[config.mk]
export PLATFORM = sky130hd
export DESIGN_NAME = jtdd_snd_mix
export DESIGN_NICKNAME = d
export VERILOG_FILES = /design/src/rtl/jtdd_snd_mix.sv
export SDC_FILE = /design/constraint.sdc
export NUM_CORES = 1
export LEC_CHECK = 0
export CORE_MARGIN = 3
export CORE_UTILIZATION = 60
export DETAILED_ROUTE_END_ITERATION = 8
export PLACE_DENSITY = 0.8
export REMOVE_ABC_BUFFERS = 1
export SYNTH_ARGS = -nofsm -noshare
export SYNTH_HDL_FRONTEND = slang
export SYNTH_SLANG_ARGS = --single-unit
[constraint.sdc]
create_clock -name clk -period 13 [get_ports clk]
set_input_delay 1.3 -clock clk [delete_from_list [all_inputs] [get_ports clk]]
set_output_delay 1.3 -clock clk [all_outputs]
set_load 0.05 [all_outputs]
[src/rtl/jtdd_snd_mix.sv]
// Stereo sound mixer: time-multiplexed MAC over CH signed channels with
// per-channel left/right gains, shadowed per sample, saturated output.
module jtdd_snd_mix #(
   parameter int CH   = 4,
   parameter int IW   = 16,
   parameter int GW   = 8,
   parameter int FRAC = 4,
   parameter int OW   = 16,
   parameter int AW   = $clog2(CH) + 1
) (
   input  logic                 clk,
   input  logic                 rstb,
   input  logic                 cen_smp,
   input  logic [CH*IW-1:0]     ch_in,
   input  logic                 cs,
   input  logic                 wr_n,
   input  logic [AW-1:0]        addr,
   input  logic [GW-1:0]        din,
   output logic signed [OW-1:0] left,
   output logic signed [OW-1:0] right,
   output logic                 sample,
   output logic                 clip,
   output logic                 busy
);
   localparam int CW  = (AW > 1) ? AW - 1 : 1;
   localparam int PW  = IW + GW + 1;
   localparam int ACW = PW + $clog2(CH);

   localparam logic [GW-1:0]         UNITY = {{(GW-1){1'b0}}, 1'b1} << FRAC;
   localparam logic [CW-1:0]         LAST  = CW'(CH - 1);
   localparam logic signed [ACW-1:0] OMAX  = {{(ACW-OW+1){1'b0}}, {(OW-1){1'b1}}};
   localparam logic signed [ACW-1:0] OMIN  = ~OMAX;

   localparam logic [1:0] IDLE = 2'd0;
   localparam logic [1:0] ACC  = 2'd1;
   localparam logic [1:0] SAT  = 2'd2;

   logic [GW-1:0]         gain_l [CH];
   logic [GW-1:0]         gain_r [CH];
   logic [GW-1:0]         gl_sh  [CH];
   logic [GW-1:0]         gr_sh  [CH];
   logic signed [IW-1:0]  in_sh  [CH];

   logic [1:0]            state;
   logic [CW-1:0]         idx;
   logic signed [ACW-1:0] acc_l;
   logic signed [ACW-1:0] acc_r;

   logic                  wr_en;
   logic [CW-1:0]         wch;
   logic signed [PW-1:0]  in_x;
   logic signed [PW-1:0]  gl_x;
   logic signed [PW-1:0]  gr_x;
   logic signed [PW-1:0]  prod_l;
   logic signed [PW-1:0]  prod_r;
   logic [OW:0]           sat_l;
   logic [OW:0]           sat_r;

   // Scale by the gain fraction (floor) and clamp; MSB of the result flags a clamp.
   function automatic logic [OW:0] sat_fn(input logic signed [ACW-1:0] a);
      logic signed [ACW-1:0] s;
      s = a >>> FRAC;
      if (s > OMAX) begin
         sat_fn = {1'b1, OMAX[OW-1:0]};
      end else if (s < OMIN) begin
         sat_fn = {1'b1, OMIN[OW-1:0]};
      end else begin
         sat_fn = {1'b0, s[OW-1:0]};
      end
   endfunction

   assign wr_en = cs & ~wr_n;
   assign wch   = CW'(addr >> 1);

   // Gain bank: writes to channel indices at or beyond CH match no register.
   always_ff @(posedge clk) begin
      if (!rstb) begin
         for (int c = 0; c < CH; c++) begin
            gain_l[c] <= UNITY;
            gain_r[c] <= UNITY;
         end
      end else begin
         for (int c = 0; c < CH; c++) begin
            if (wr_en && wch == CW'(c)) begin
               if (addr[0]) gain_r[c] <= din;
               else         gain_l[c] <= din;
            end
         end
      end
   end

   // Products for the channel currently selected, plus saturated results.
   always_comb begin
      in_x   = PW'(in_sh[idx]);
      gl_x   = PW'({1'b0, gl_sh[idx]});
      gr_x   = PW'({1'b0, gr_sh[idx]});
      prod_l = in_x * gl_x;
      prod_r = in_x * gr_x;
      sat_l  = sat_fn(acc_l);
      sat_r  = sat_fn(acc_r);
   end

   // Mix sequencer: snapshot on strobe, accumulate one channel per cycle, saturate.
   always_ff @(posedge clk) begin
      if (!rstb) begin
         state  <= IDLE;
         idx    <= '0;
         acc_l  <= '0;
         acc_r  <= '0;
         left   <= '0;
         right  <= '0;
         sample <= 1'b0;
         clip   <= 1'b0;
         busy   <= 1'b0;
         for (int c = 0; c < CH; c++) begin
            in_sh[c] <= '0;
            gl_sh[c] <= '0;
            gr_sh[c] <= '0;
         end
      end else begin
         sample <= 1'b0;
         clip   <= 1'b0;
         case (state)
            IDLE: begin
               if (cen_smp) begin
                  for (int c = 0; c < CH; c++) begin
                     in_sh[c] <= ch_in[c*IW +: IW];
                     gl_sh[c] <= gain_l[c];
                     gr_sh[c] <= gain_r[c];
                  end
                  acc_l <= '0;
                  acc_r <= '0;
                  idx   <= '0;
                  busy  <= 1'b1;
                  state <= ACC;
               end
            end
            ACC: begin
               acc_l <= acc_l + ACW'(prod_l);
               acc_r <= acc_r + ACW'(prod_r);
               if (idx == LAST) begin
                  state <= SAT;
               end else begin
                  idx <= idx + CW'(1);
               end
            end
            SAT: begin
               left   <= sat_l[OW-1:0];
               right  <= sat_r[OW-1:0];
               sample <= 1'b1;
               clip   <= sat_l[OW] | sat_r[OW];
               busy   <= 1'b0;
               state  <= IDLE;
            end
            default: begin
               busy  <= 1'b0;
               state <= IDLE;
            end
         endcase
      end
   end
endmodule

# Word level (Yosys, flattened, before mapping)
# Memory sizes are Yosys's and may differ from the RTL's. A register that Yosys moved wholly into a read port is not among the register bits.
# Index checks and enable logic that the tools add are counted.
# totals
latch_bits,0
regBits,93
word_cells,141
n_memories,5
output_inout_bits,35
rom_bits,0
in_bits,80
ramBits,192
# classes
n_div,0
n_mul,2
n_mux,73
n_addsub,3
bitwise_logic,24
n_shift,0
n_eq_ne,9
n_reduce_logical,12
order_cmp,4
# mem_list
memory,depth,width,read_ports,rd_clocked_by_memory_dff,write_ports,line,rtl
in_sh,4,16,1,1,4,42,logic signed [IW-1:0] in_sh [CH];
gain_l,4,8,4,0,4,38,logic [GW-1:0] gain_l [CH];
gain_r,4,8,4,0,4,39,logic [GW-1:0] gain_r [CH];
gl_sh,4,8,1,1,4,40,logic [GW-1:0] gl_sh [CH];
gr_sh,4,8,1,1,4,41,logic [GW-1:0] gr_sh [CH];
# op_table
operator,count
2-to-1 mux 8 bit,16
case mux 27 bit (2 select lines),2
2-to-1 mux 17 bit,4
2-to-1 mux 16 bit,4
adder 27 x 25 -> 27 bit,2
multiplier 16 x 9 -> 25 bit,2
> comparator 23 x 16 -> 1 bit (second input constant),2
less-than comparator 23 x 16 -> 1 bit (second input constant),2
2-to-1 mux 1 bit,33
2-to-1 mux 27 bit,1
bitwise OR 1 bit,21
2-to-1 mux 2 bit,10
equality test 2 bit (second input constant),4
case mux 2 bit (2 select lines),2
AND reduction 2 bit,4
inequality test 2 bit (second input constant),3
equality test 2 x 1 -> 1 bit (second input constant),2
logical AND 1 bit,4
logical NOT 2 bit,2
AND reduction 3 bit,1
adder 2 x 1 -> 2 bit (second input constant),1
inverter 1 bit,2
case mux 1 bit (2 select lines),1
nonzero test 2 bit,1
bitwise AND 1 bit,1

# Logic depth before layout (Yosys ltp)
# logic_depth
depth_word,7
ltp_mapped,26

# Worst setup path after synthesis
# No wires, ideal clock.
# synth_timing
kind,input -> register
start,input cen_smp
end,memory gl_sh[0][0] (enable)
stages,2
setup_time_ns,0.792
arrival_time_ns,10.347
t_required_ns,12.208
path_slack_ns,1.861
path_cell_list,nand2b_1 > o21ai_0
# synth_rtl
element,line,rtl
start: declaration,13,"input logic cen_smp,"
end: declaration,40,

==> results.sh <==
export IMPL_yosysTopAreaCell="edfxtp_1"
export IMPL_power_density_nw_per_um2=203
export IMPL_global_route_usage_met2_pct=45.6
export IMPL_critPathKind="reg -> reg"
export IMPL_grt_pass1_wl_um=85700
export IMPL_synthMostInstantiatedCell="inv_1"
export IMPL_worst_path_max_delay_cell="o21ai_1"
export IMPL_synth_top_area_share_pct=25.5
export IMPL_synth_seq_area_share_pct=33.9
export IMPL_rr_endpoint="acc_r[23]$_SDFFE_PN0P_"
export IMPL_hold_slack_ns=0.456
export IMPL_path_delay_family="adder cells"
export IMPL_tns_ns=0
export IMPL_p_switching_mw=2.30
export IMPL_fin_skew_ns=0.0122
export IMPL_die_h_um=200
export IMPL_cp_max_fo=37
export IMPL_final_layout_size_suffix_gt1_share_pct=5.80
export IMPL_hold_path_class="reg -> reg"
export IMPL_die_area_um2=40100
export IMPL_antenna_found_initial=0
export IMPL_min_period_ns=7.52
export IMPL_crit_arrival_ns=8.03
export IMPL_yosys_warnings=0
export IMPL_syn2layout_area_growth_pct=12.2
export IMPL_dr_first_iter_drc_count=1133
export IMPL_core_area_um2=36900
export IMPL_postCtsHoldBufs=0
export IMPL_nFillCells=2794
export IMPL_synthXorXnorAreaFrac_pct=1.70
export IMPL_vias=16000
export IMPL_syn_area_um2=22600
export IMPL_grtUsageMet3_pct=4.49
export IMPL_period_share_pct=57.9
export IMPL_outcome="completed"
export IMPL_ys_top_cells_by_count="inv_1, fa_1, nand2_1"
export IMPL_leakage_nw=11.2
export IMPL_crit_buf_inv=5
export IMPL_r2r_slack_ns=5.48
export IMPL_worst_path_most_repeated_cell="fa_1"
export IMPL_die_x_um=200
export IMPL_clock_latency_ns=0.59
export IMPL_cts_resized=0
export IMPL_overflow=0
export IMPL_fmax_ghz=0.133
export IMPL_drc=0
export IMPL_cpPeakStageDelay_ns=0.95
export IMPL_cts_tree="yes"
export IMPL_yosysUniqueCellTypes=68
export IMPL_hp_start="acc_l[21]$_SDFFE_PN0P_"
export IMPL_htreeDepth=1
export IMPL_cts_max_path_buffers=3
export IMPL_grt_pass1_vias=16900
export IMPL_yosys_mux_area_fraction_pct=3.14
export IMPL_endpoint_kind="register"
export IMPL_pwr_share_seq_pct=22.4
export IMPL_synthArstFlopShare_pct=0
export IMPL_hold_end="acc_l[21]$_SDFFE_PN0P_"
export IMPL_rsz0062_at_grt="no"
export IMPL_grt_use_total_pct=26.5
export IMPL_routabilityCongestion=0.878
export IMPL_dpl_hpwl_um=39800
export IMPL_cts_sinks=287
export IMPL_intPower_mw=2.85
export IMPL_antenna_cells=0
export IMPL_hold_viol=0
export IMPL_synth_fa_ha_area_share_pct=29.0
export IMPL_busiest_layer="met2"
export IMPL_ios=115
export IMPL_avgRoutedWirePerCell_um=18.1
export IMPL_yosys_top_cells_area="edfxtp_1, fa_1, dfxtp_1"
export IMPL_netlist_instances=2248
export IMPL_p_clk_share_pct=18.0
export IMPL_startpoint_type="register"
export IMPL_grt_max_degree=129
export IMPL_p_comb_share_pct=59.6
export IMPL_r2r_cells=21
export IMPL_grtUsageMet1_pct=34.3
export IMPL_synth_ff_type="edfxtp_1"
export IMPL_vdd_ir_drop_max_uv=131
export IMPL_cp_required_ns=13.51
export IMPL_maxCapViolCount=0
export IMPL_swShare_pct=44.7
export IMPL_setup_viol=0
export IMPL_routed_wl_um=51800
export IMPL_ant_nets=0
export IMPL_port_buffers=114
export IMPL_avgViaCountPerCell=5.59
export IMPL_yosys_register_bits=287
export IMPL_synth_compound_area_share_pct=9.57
export IMPL_fp_row_count=70
export IMPL_fin_util_pct=68.9
export IMPL_slew_violations=0
export IMPL_tightest_slew_ns=1.35
export IMPL_drt_pass1_iter_count=6
export IMPL_post_cts_setup_buffers=0
export IMPL_relSlewSlack_pct=9.18
export IMPL_layout_nets=2789
export IMPL_layout_setup_ws_ns=5.48
export IMPL_avgSynthCellArea_um2=10.1
export IMPL_crit_chain="buf_4 > mux2_2 > o21ai_1 > nor2_1 > fa_1 > fa_1 > inv_1 > fa_1 > inv_1 > fa_1 > inv_1 > fa_1 > inv_1 > ha_1 > o21ai_0 > a211oi_2 > o311ai_0 > nand2b_1 > o31a_1 > xnor2_1 > o21ai_0"
export IMPL_synth_edf_count=192
export IMPL_post_place_ws_ns=5.59
export IMPL_clockRootBuffer="clkbuf_16"
export IMPL_yosys_area_share_simple_pct=15.0
export IMPL_start_util_pct=61.4
export IMPL_cts_buffers=31
export IMPL_min_path_cells=2
export IMPL_synth_top_family_by_area="adder cells"
export IMPL_cts_clk_slew_worst_paths_ns=0.07
[cell usage in the layout (no fill, tap or decap), drive strengths merged, types with 6 or more instances in the layout]
cell           instances
a21o                  16
buf                   33
a22oi                  8
nor2b                 21
a211oi                 7
a21oi                 50
edfxtp               192
nor3                   7
a31oi                  6
ha                   119
clkinv                 7
mux4                   7
fa                   254
o21ai                 94
and2                 193
nand2b                15
xor2                  14
xnor2                 30
nand4                 13
clkbuf                44
o31ai                  7
nand2                236
a21boi                35
clkdlybuf4s50        113
mux2i                 26
dfxtp                 95
inv                  368
nor2                 165
or3                    7
o21a                  29
a22o                   9
o211ai                36
mux2                  26
nand3                 23
[layout make-up]
type / instances / area, µm² / share of cell area (%)
Clock buffer: 44 / 896 / 3.53
Clock inverter: 14 / 185 / 0.729
Inverter: 366 / 1370 / 5.41
Multi-Input combinational cell: 1504 / 13300 / 52.2
Sequential cell: 287 / 7670 / 30.2
Tap cell: 504 / 631 / 2.48
Timing Repair Buffer: 146 / 1380 / 5.42
[worst min-delay path, stage by stage (launching register included)]
cell and delay (ns):
dfxtp_1 0.33, nand2_1 0.05, o21ai_0 0.05
[how the worst max path moves through the flow]
stage / startpoint / depth (start not counted) / endpoint / slack [ns]
final: register / 21 / acc_r[23]$_SDFFE_PN0P_ / 5.48
after global routing: register / 21 / acc_r[23]$_SDFFE_PN0P_ / 5.03
after detailed placement: register / 21 / acc_r[23]$_SDFFE_PN0P_ / 5.59
after floorplan: cen_smp / 2 / gl_sh[0][0]$_SDFFCE_PN0P_ / 1.86
after global placement: register / 21 / acc_r[23]$_SDFFE_PN0P_ / 5.74
after CTS: register / 21 / acc_r[23]$_SDFFE_PN0P_ / 5.55
[sequential cells by signal, indices dropped and copies added (netlist names), named ones only]
signal,count
gr_sh,32
in_sh,64
clip,1
left,16
state,2
right,16
idx,2
gl_sh,32
gain_r,32
sample,1
acc_r,27
busy,1
gain_l,32
acc_l,27
[layer usage]
metal,share of wire [%],vias to the layer above
li1,-,7452
met1,41,7880
met2,49,557
met3,6.6,121
met4,3.6,0
met5,0,-
[cell families after synthesis]
kind of cell	Yosys count
buffers and inverters	457
AND/OR/NAND/NOR	704
XOR/XNOR	44
multiplexers	59
flip-flops	287
adder cells (fa/ha/maj)	373
AO/OA/AOI/OAI	324
[power groups by stage]
stage,combinational [mW],clock [mW],sequential [mW]
2_1_floorplan,2.35,0,1.16
3_3_place_gp,2.98,0,1.17
3_5_place_dp,3.05,0,1.17
4_1_cts,3.07,0.941,1.15
5_1_grt,3.51,0.978,1.17
6_report,3.07,0.928,1.15
[through the flow]
stage | cell area, µm² | power [mW] | cells
floorplan | 22300 | 3.50 | 2157
global placement | 24300 | 4.15 | 2806
detailed placement | 24300 | 4.23 | 2806
CTS | 25400 | 5.17 | 2864
global route | 25400 | 5.65 | 2865
finish | 25400 | 5.16 | 2865
No activity file was read; power rests on OpenSTA's default activity.
